===== src/rtl/music_pkg.sv =====
// Shared definitions for the song playback path.
// Holds the sequencer state encoding, the bit layout of a note ROM word and
// the helper that turns the 4-bit duration field into duration units.
// No ports: imported by the sequencer top.
package music_pkg;

  typedef enum logic [2:0] {
    ST_IDLE  = 3'd0,
    ST_FETCH = 3'd1,
    ST_LOAD  = 3'd2,
    ST_NOTE  = 3'd3,
    ST_GAP   = 3'd4,
    ST_PAUSE = 3'd5
  } state_t;

  // Note ROM word: [11]=last, [10:4]=pitch, [3:0]=duration units
  localparam int ROM_W     = 12;
  localparam int LAST_BIT  = 11;
  localparam int PITCH_MSB = 10;
  localparam int PITCH_LSB = 4;
  localparam int DUR_MSB   = 3;
  localparam int PITCH_W   = PITCH_MSB - PITCH_LSB + 1;

  localparam logic [PITCH_W-1:0] REST_PITCH = 7'd0;
  localparam int DUR_ZERO_MEANS = 16;

  // A zero duration field encodes the longest note rather than an empty one.
  function automatic logic [4:0] dur_units(input logic [DUR_MSB:0] dur);
    if (dur == '0) return 5'(DUR_ZERO_MEANS);
    else           return {1'b0, dur};
  endfunction

endpackage


===== src/rtl/note_timer.sv =====
// Loadable down-counter used for note duration and articulation gap timing.
// Ports:
//   clk, rst_n  clock and asynchronous active-low reset
//   load        load count with load_val (takes priority over en)
//   load_val    cycle count to time out
//   en          count down this cycle; low holds the count (pause)
//   expire      high in the last enabled cycle of the loaded interval
// A value N loaded here produces exactly N enabled cycles before expire.
module note_timer #(
  parameter int CNT_W = 8
) (
  input  logic             clk,
  input  logic             rst_n,
  input  logic             load,
  input  logic [CNT_W-1:0] load_val,
  input  logic             en,
  output logic             expire
);

  logic [CNT_W-1:0] count;

  always_ff @(posedge clk or negedge rst_n) begin
    if (!rst_n) begin
      count <= '0;
    end else if (load) begin
      count <= load_val;
    end else if (en && (count != '0)) begin
      count <= count - CNT_W'(1);
    end
  end

  assign expire = en && (count == CNT_W'(1));

endmodule


===== src/rtl/song_sequencer.sv =====
// Playback controller between the song-select front end and the tone
// generator. Walks the note ROM of the selected song and times each note
// and the silent gap after it; supports pause/resume, song change while
// playing, and stop or loop at the end of the song.
// Ports:
//   clk, rst_n   clock and asynchronous active-low reset
//   song_sel     debounced song index 0..2 (3 is ignored)
//   play_toggle  one-cycle press pulse: start / pause / resume
//   rom_addr     registered note ROM address {song, note_idx}
//   rom_data     ROM word, valid one cycle after rom_addr
//   pitch_out    pitch code for the tone generator
//   tone_en      tone generator enable
//   playing      high while fetching/playing a note or gap
//   done_pulse   one cycle when a non-looping song finishes
module song_sequencer
  import music_pkg::*;
#(
  parameter int TICK_DIV   = 3000000,
  parameter int GAP_CYCLES = 500000,
  parameter int ADDR_W     = 8,
  parameter int LOOP       = 0
) (
  input  logic              clk,
  input  logic              rst_n,
  input  logic [1:0]        song_sel,
  input  logic              play_toggle,
  output logic [ADDR_W-1:0] rom_addr,
  input  logic [11:0]       rom_data,
  output logic [6:0]        pitch_out,
  output logic              tone_en,
  output logic              playing,
  output logic              done_pulse
);

  localparam int IDX_W = ADDR_W - 2;
  localparam int DUR_W = $clog2(DUR_ZERO_MEANS * TICK_DIV + 1);
  localparam int GAP_W = (GAP_CYCLES > 0) ? $clog2(GAP_CYCLES + 1) : 1;
  localparam logic [DUR_W-1:0] TICK_VAL = DUR_W'(TICK_DIV);
  localparam logic [GAP_W-1:0] GAP_VAL  = GAP_W'(GAP_CYCLES);

  state_t              state, state_nxt;
  state_t              resume_state, resume_nxt;
  logic [1:0]          cur_song, cur_song_nxt;
  logic [IDX_W-1:0]    note_idx, note_idx_nxt;
  logic [ADDR_W-1:0]   rom_addr_nxt;
  logic [PITCH_W-1:0]  pitch_nxt;
  logic                tone_nxt;
  logic                done_nxt;
  logic                last_q, last_nxt;

  logic                song_chg;
  logic                advance;
  logic                end_of_song;
  logic [PITCH_W-1:0]  rom_pitch;
  logic [DUR_MSB:0]    rom_dur;
  logic [DUR_W-1:0]    dur_load_val;
  logic                dur_load, dur_en, dur_expire;
  logic                gap_load, gap_en, gap_expire;

  assign rom_pitch    = rom_data[PITCH_MSB:PITCH_LSB];
  assign rom_dur      = rom_data[DUR_MSB:0];
  assign dur_load_val = DUR_W'(dur_units(rom_dur)) * TICK_VAL;

  // A different valid selection overrides everything else while active,
  // including a pause and a simultaneous toggle.
  assign song_chg = (state != ST_IDLE) && (song_sel != 2'd3) && (song_sel != cur_song);

  // Timers are frozen in the toggle cycle itself so the remaining count
  // survives a pause unchanged.
  assign dur_load = (state == ST_LOAD);
  assign dur_en   = (state == ST_NOTE) && !play_toggle && !song_chg;
  assign gap_load = dur_expire && (GAP_CYCLES > 0);
  assign gap_en   = (state == ST_GAP) && !play_toggle && !song_chg;

  assign end_of_song = last_q || (note_idx == {IDX_W{1'b1}});

  assign playing = (state == ST_FETCH) || (state == ST_LOAD) ||
                   (state == ST_NOTE)  || (state == ST_GAP);

  note_timer #(.CNT_W(DUR_W)) u_dur_timer (
    .clk      (clk),
    .rst_n    (rst_n),
    .load     (dur_load),
    .load_val (dur_load_val),
    .en       (dur_en),
    .expire   (dur_expire)
  );

  note_timer #(.CNT_W(GAP_W)) u_gap_timer (
    .clk      (clk),
    .rst_n    (rst_n),
    .load     (gap_load),
    .load_val (GAP_VAL),
    .en       (gap_en),
    .expire   (gap_expire)
  );

  always_ff @(posedge clk or negedge rst_n) begin
    if (!rst_n) begin
      state        <= ST_IDLE;
      resume_state <= ST_NOTE;
      cur_song     <= 2'd0;
      note_idx     <= '0;
      rom_addr     <= '0;
      pitch_out    <= '0;
      tone_en      <= 1'b0;
      done_pulse   <= 1'b0;
      last_q       <= 1'b0;
    end else begin
      state        <= state_nxt;
      resume_state <= resume_nxt;
      cur_song     <= cur_song_nxt;
      note_idx     <= note_idx_nxt;
      rom_addr     <= rom_addr_nxt;
      pitch_out    <= pitch_nxt;
      tone_en      <= tone_nxt;
      done_pulse   <= done_nxt;
      last_q       <= last_nxt;
    end
  end

  always_comb begin
    state_nxt    = state;
    resume_nxt   = resume_state;
    cur_song_nxt = cur_song;
    note_idx_nxt = note_idx;
    rom_addr_nxt = rom_addr;
    pitch_nxt    = pitch_out;
    tone_nxt     = tone_en;
    done_nxt     = 1'b0;
    last_nxt     = last_q;
    advance      = 1'b0;

    if (song_chg) begin
      cur_song_nxt = song_sel;
      note_idx_nxt = '0;
      rom_addr_nxt = {song_sel, {IDX_W{1'b0}}};
      tone_nxt     = 1'b0;
      state_nxt    = ST_FETCH;
    end else begin
      case (state)
        ST_IDLE: begin
          if (play_toggle && (song_sel != 2'd3)) begin
            cur_song_nxt = song_sel;
            note_idx_nxt = '0;
            rom_addr_nxt = {song_sel, {IDX_W{1'b0}}};
            state_nxt    = ST_FETCH;
          end
        end
        ST_FETCH: begin
          state_nxt = ST_LOAD;
        end
        ST_LOAD: begin
          pitch_nxt = rom_pitch;
          tone_nxt  = (rom_pitch != REST_PITCH);
          last_nxt  = rom_data[LAST_BIT];
          state_nxt = ST_NOTE;
        end
        ST_NOTE: begin
          if (play_toggle) begin
            resume_nxt = ST_NOTE;
            tone_nxt   = 1'b0;
            state_nxt  = ST_PAUSE;
          end else if (dur_expire) begin
            tone_nxt = 1'b0;
            if (GAP_CYCLES > 0) state_nxt = ST_GAP;
            else                advance   = 1'b1;
          end
        end
        ST_GAP: begin
          if (play_toggle) begin
            resume_nxt = ST_GAP;
            state_nxt  = ST_PAUSE;
          end else if (gap_expire) begin
            advance = 1'b1;
          end
        end
        ST_PAUSE: begin
          if (play_toggle) begin
            state_nxt = resume_state;
            tone_nxt  = (resume_state == ST_NOTE) && (pitch_out != REST_PITCH);
          end
        end
        default: begin
          state_nxt = ST_IDLE;
        end
      endcase

      if (advance) begin
        if (end_of_song) begin
          if (LOOP != 0) begin
            note_idx_nxt = '0;
            rom_addr_nxt = {cur_song, {IDX_W{1'b0}}};
            state_nxt    = ST_FETCH;
          end else begin
            done_nxt  = 1'b1;
            state_nxt = ST_IDLE;
          end
        end else begin
          note_idx_nxt = note_idx + IDX_W'(1);
          rom_addr_nxt = {cur_song, note_idx + IDX_W'(1)};
          state_nxt    = ST_FETCH;
        end
      end
    end
  end

endmodule


===== config.mk =====
export PLATFORM = sky130hd
export DESIGN_NAME = song_sequencer
export DESIGN_NICKNAME = d
export VERILOG_FILES = /design/src/rtl/music_pkg.sv /design/src/rtl/note_timer.sv /design/src/rtl/song_sequencer.sv
export SDC_FILE = /design/constraint.sdc
export NUM_CORES = 1
export LEC_CHECK = 0
export ABC_CLOCK_PERIOD_IN_PS = 4800
export CAP_MARGIN = 30
export CORE_MARGIN = 2
export CORE_UTILIZATION = 43
export DETAILED_ROUTE_END_ITERATION = 12
export GPL_ROUTABILITY_DRIVEN = 0
export PLACE_DENSITY_LB_ADDON = 0.1
export SYNTH_ARGS = -nofsm -noshare
export SYNTH_HDL_FRONTEND = slang
export SYNTH_SLANG_ARGS = --single-unit
export TNS_END_PERCENT = 100

===== constraint.sdc =====
create_clock -name clk -period 4.8 [get_ports clk]
set_clock_uncertainty 0.05 [all_clocks]
set_input_delay 0.96 -clock clk [delete_from_list [all_inputs] [get_ports clk]]
set_output_delay 0.96 -clock clk [all_outputs]
set_load 0.03 [all_outputs]

# After elaboration in Yosys (flattened, before gate mapping)
# Cells that the tools add are included.
[totals]
regBits = 77
inputBits = 17
out_inout_bits = 18
elab_cells = 113
[classes]
addsub = 3
mul = 1
eq_ne = 19
muxes = 42
bitwise_logic = 1
reduce_logical = 36
[op_table]
columns = ["cell", "n"]
rows = [
  ["26-bit 2-to-1 mux", 2],
  ["8-bit 2-to-1 mux", 5],
  ["19-bit 2-to-1 mux", 2],
  ["6-bit 2-to-1 mux", 5],
  ["3-bit 2-to-1 mux", 9],
  ["26-bit by 1-bit == test with 1-bit output, second input constant", 1],
  ["26-bit nonzero test", 1],
  ["26-bit by 1-bit subtractor with 26-bit output, second input constant", 1],
  ["5-bit by 16-bit multiplier with 20-bit output, second input constant", 1],
  ["19-bit by 1-bit == test with 1-bit output, second input constant", 1],
  ["19-bit nonzero test", 1],
  ["19-bit by 1-bit subtractor with 19-bit output, second input constant", 1],
  ["3-bit case mux with 6 select lines", 1],
  ["7-bit nonzero test", 2],
  ["1-bit logical AND", 12],
  ["1-bit 2-to-1 mux", 12],
  ["4-bit inequality test, second input constant", 3],
  ["2-bit nonzero test", 5],
  ["3-bit by 2-bit == test with 1-bit output, second input constant", 3],
  ["4-bit AND reduction", 2],
  ["6-bit by 1-bit adder with 6-bit output, second input constant", 1],
  ["3-bit == test, second input constant", 2],
  ["6-bit == test, second input constant", 1],
  ["2-bit 2-to-1 mux", 3],
  ["other kinds (18)", 25],
]

# Longest topological paths before layout
[logic_depth]
word_depth = 12
mapped_depth = 18
depth_no_buf = 16

# Modules after synthesis
# Synthesis repeated with hierarchy kept, for this count alone.
[hier_totals]
cells_unflattened = 682
hier_area_um2 = 5979.5
[by_module_without_submodules]
columns = ["module", "n_inst", "cells_each", "area_per_inst_um2", "seq_area_each_um2"]
rows = [
  ["song_sequencer", 1, 357, 3022.9, 777.0],
  ["note_timer at u_dur_timer", 1, 175, 1672.9, 650.6],
  ["note_timer at u_gap_timer", 1, 150, 1283.7, 475.5],
]

# Worst setup path after synthesis
# OpenSTA, ideal clock, no wires.
[synth_timing]
path_kind = "input -> register"
from = "in rom_data[2]"
to = "reg u_dur_timer.count[22]"
setup_ns = 0.120
arrival_ns = 4.398
required_time_ns = 4.630
slack_ns = 0.232
stages = 17
n_path_buf = 2
cell_sequence = "clkbuf_1 > inv_1 > ha_1 > and2_1 > clkbuf_1 > nor2_1 > xnor2_1 > ha_1 > or2_2 > ha_1 > ha_1 > and3_1 > a221oi_1 > or3_1 > a21oi_1 > or3_1 > a31o_2"
[synth_via]
elab_chain_len = 4
[synth_rtl]
columns = ["item", "line_no", "source"]
rows = [
  ["start, declared", "song_sequencer.sv:28", "input logic [11:0] rom_data,"],
  ["4-bit logical NOT", "music_pkg.sv:29", "if (dur == '0) return 5'(DUR_ZERO_MEANS);"],
  ["5-bit 2-to-1 mux (*)", "music_pkg.sv:29", ""],
  ["5-bit by 16-bit multiplier with 20-bit output (*)", "song_sequencer.sv:62", "assign dur_load_val = DUR_W'(dur_units(rom_dur)) * TICK_VAL;"],
  ["26-bit 2-to-1 mux (*)", "note_timer.sv:25", "end else if (load) begin"],
  ["end signal, assigned", "note_timer.sv:26", "count <= load_val;"],
  ["end signal, assigned", "note_timer.sv:28", "count <= count - CNT_W'(1);"],
  ["end, declared", "note_timer.sv:20", "logic [CNT_W-1:0] count;"],
]
# Mark *: on every way between the ends. The rest lies on a longest branch, timed or not.
# A chain may end at the register's enable or synchronous reset.

# Worst setup path after layout
[layout_timing]
from = "in rom_data[0]"
to = "reg u_dur_timer.count[22]"
# The elaborated chain is that of the path after synthesis.

==> results.toml <==
[clock_tree]
cts.sink_count = 76
cts_max_level = 3
post-cts-setup-buffers = 0
cts_buffers = 9
cts_tree = "yes"
cts_resized = 0
cts_buffer_depth = 2
holdBufCountCts = 0
insertion_delay_ns = 0.33
cts-root-buf = "clkbuf_16"
clk_pin_slew_ns = 0.06

[synthesis]
synth-edff-count = 0
synth_cells = 604
synth_area_um2 = 5400
synth.area.top_cells = "dfrtp_1 35%, ha_1 8.8%, xor2_1 4.4%, xnor2_1 4.2%, nand2_1 3.8%"
synth_top_area_share_pct = 34.8
yosysSeqAreaShare_pct = 35.2
ys.flop_type = "dfrtp_1"
yosys.area.top_type = "dfrtp_1"
ys_async_sr_fraction_pct = 100
ys_ff_latch = 76
netlist_top_cells_count = "75 x dfrtp_1, 55 x nand2_1, 44 x nor2_1"
yosysMostFrequentCell = "dfrtp_1"
avgSynthCellArea_um2 = 8.94
yosysWarnings = 0
yosysUniqueCellTypes = 66

[global_route]
grt_max_degree = 77
grt_pass1_wl_um = 20900
antenna_found_initial = 0
gr-total-overflow = 0
track_usage_pct = 19.6
grt_pass1_vias = 4420

[cells_and_area]
finalNetCount = 710
fillers = 1158
antenna_cells = 0
fin_cells = 823
layout-drive-gt1-share_pct = 9.47
syn2layout_area_growth_pct = 17.1

[sta]
tns_ns = 0
worst_pin_slew_ns = 0.884
slew-limit-headroom_pct = 41.1
hold_slack_ns = 0.436
finalHoldViolCount = 0
period_needed_ns = 4.41
maxSlewViolCount = 0
rsz0062_at_grt = "false"
worst_slack_ns = 0.394
setup_violations = 0
fmax_mhz = 227
timing.final.crit_share_pct = 91.8

[route]
vias = 4557
drtAntennaViolNets = 0
route.detailed.drc = 0
dr.pass1.iters = 4
vias_per_cell = 5.54
wirelength_um = 12300
drtIter0Drc = 210
wl_per_cell_um = 14.9

[floorplan]
die_x_um = 116
core-area_um2 = 12100
start_util_pct = 44.6
row_count = 40
pin_count = 35
die_area_um2 = 13500
chipHeight_um = 116

[setup_path]
startpoint_type = "primary input"
worst-setup-path-type = "in -> reg"
critPathCaptureType = "flop"
critPathArrivalTime_ns = 4.58
crit_required_ns = 4.97
critical_path.max_fanout = 3

[placed_design]
dp_hpwl_um = 9300
place_inst = 806
port_buffers = 34
dp_slack_ns = 0.0560

[power_and_ir_drop]
ir_worst_vdd_uv = 308
fin_total_pwr_uw = 2950
power.leakage_uw = 0.00285
powerDensity_nw_per_um2 = 466

[hold_path]
hold_class = "reg -> reg"

[flow_run]
maxCapViolCount = 0

[outcome]
outcome = "finished clean"
[power breakdown]
| group | leakage [µW] | internal, µW | total (µW) | switching (µW) |
|---|---|---|---|---|
| combinational | 0.00172 | 578 | 1300 | 717 |
| clock | 0.000146 | 395 | 656 | 261 |
| sequential | 0.000982 | 818 | 999 | 181 |
| total | 0.00285 | 1790 | 2950 | 1160 |
[registers in the layout (all words and copies together) (netlist names)]
signal	count
u_gap_timer.count	19
resume_state	2
rom_addr	8
note_idx	6
cur_song	2
last_q	1
tone_en	1
done_pulse	1
state	3
u_dur_timer.count	26
pitch_out	7
[cell usage in the layout (no fill, tap or decap), types with 10 or more instances in the layout]
cell type         n
inv_1            29
clkdlybuf4s50_1  33
xor2_1           27
nand3_1          30
dfrtp_1          75
nand4_1          10
nor2_1           44
mux2_2           11
ha_1             38
a21oi_1          36
and3_1           10
xnor2_1          26
nand2_1          55
nor3_1           12
nor4_1           17
buf_4            19
nand2b_1         12
o21ai_0          29
[final timing paths]
check | from | end | slack (ns) | cells after the start
min in group asynchronous | rst_n | u_gap_timer.count[9] | 0.54 | 1
worst max-delay path | rom_data[0] | u_dur_timer.count[22] | 0.39 | 17
worst min-delay path | u_gap_timer.count[18] | u_gap_timer.count[18] | 0.44 | 2
worst min register to register | u_gap_timer.count[18] | u_gap_timer.count[18] | 0.44 | 2
max in group asynchronous | rst_n | resume_state[1] | 3.52 | 2
worst max register to register | u_dur_timer.count[12] | u_dur_timer.count[25] | 1.74 | 6
[per-layer routing]
metal | global-route usage (%) | wire, µm
met1 | 24.6 | 5580
met2 | 34.0 | 6220
met3 | 4.08 | 326
met4 | 6.03 | 150
met5 | 0 | 0
[final cells by class]
class	count	area [µm²]	area share, %
Clock buffer	12	267	4.21
Clock inverter	4	30.0	0.475
Multi-Input combinational cell	481	3310	52.4
Inverter	29	109	1.72
Timing Repair Buffer	53	493	7.79
Tap cell	168	210	3.32
Sequential cell	76	1900	30.1
[critical path, stage by stage]
cell,delay (ns)
clkdlybuf4s50_1,0.48
inv_1,0.05
ha_1,0.18
and2_1,0.16
nor2_1,0.12
xnor2_1,0.10
ha_1,0.18
or2_2,0.31
ha_1,0.33
ha_1,0.33
and3_1,0.19
a221oi_1,0.28
buf_4,0.17
or3_1,0.12
a21oi_1,0.08
or3_1,0.30
a31o_2,0.24
[stage by stage]
stage / cell area [µm²] / util [%]
after floorplan: 5400 / -
after global placement: 6000 / 49.6
after detailed placement: 6010 / 49.6
after CTS: 6310 / 52.1
after global routing: 6330 / 52.2
final: 6330 / 52.2
[cells by family (layout without fill, tap and decap cells)]
kind of cell | Yosys count | count (layout) | share of synthesized area, %
and+or+nand+nor | 244 | 244 | 24.0
AOI/OAI and AO/OA | 121 | 121 | 14.4
DFF | 76 | 76 | 35.2
xor gates and xnor gates | 53 | 53 | 8.60
buffers and inverters | 48 | 98 | 3.45
adders and majority gates | 43 | 43 | 10.7
muxes | 18 | 18 | 3.59
other | 1 | 2 | 0.0694
(Power assumes the default switching activity.)
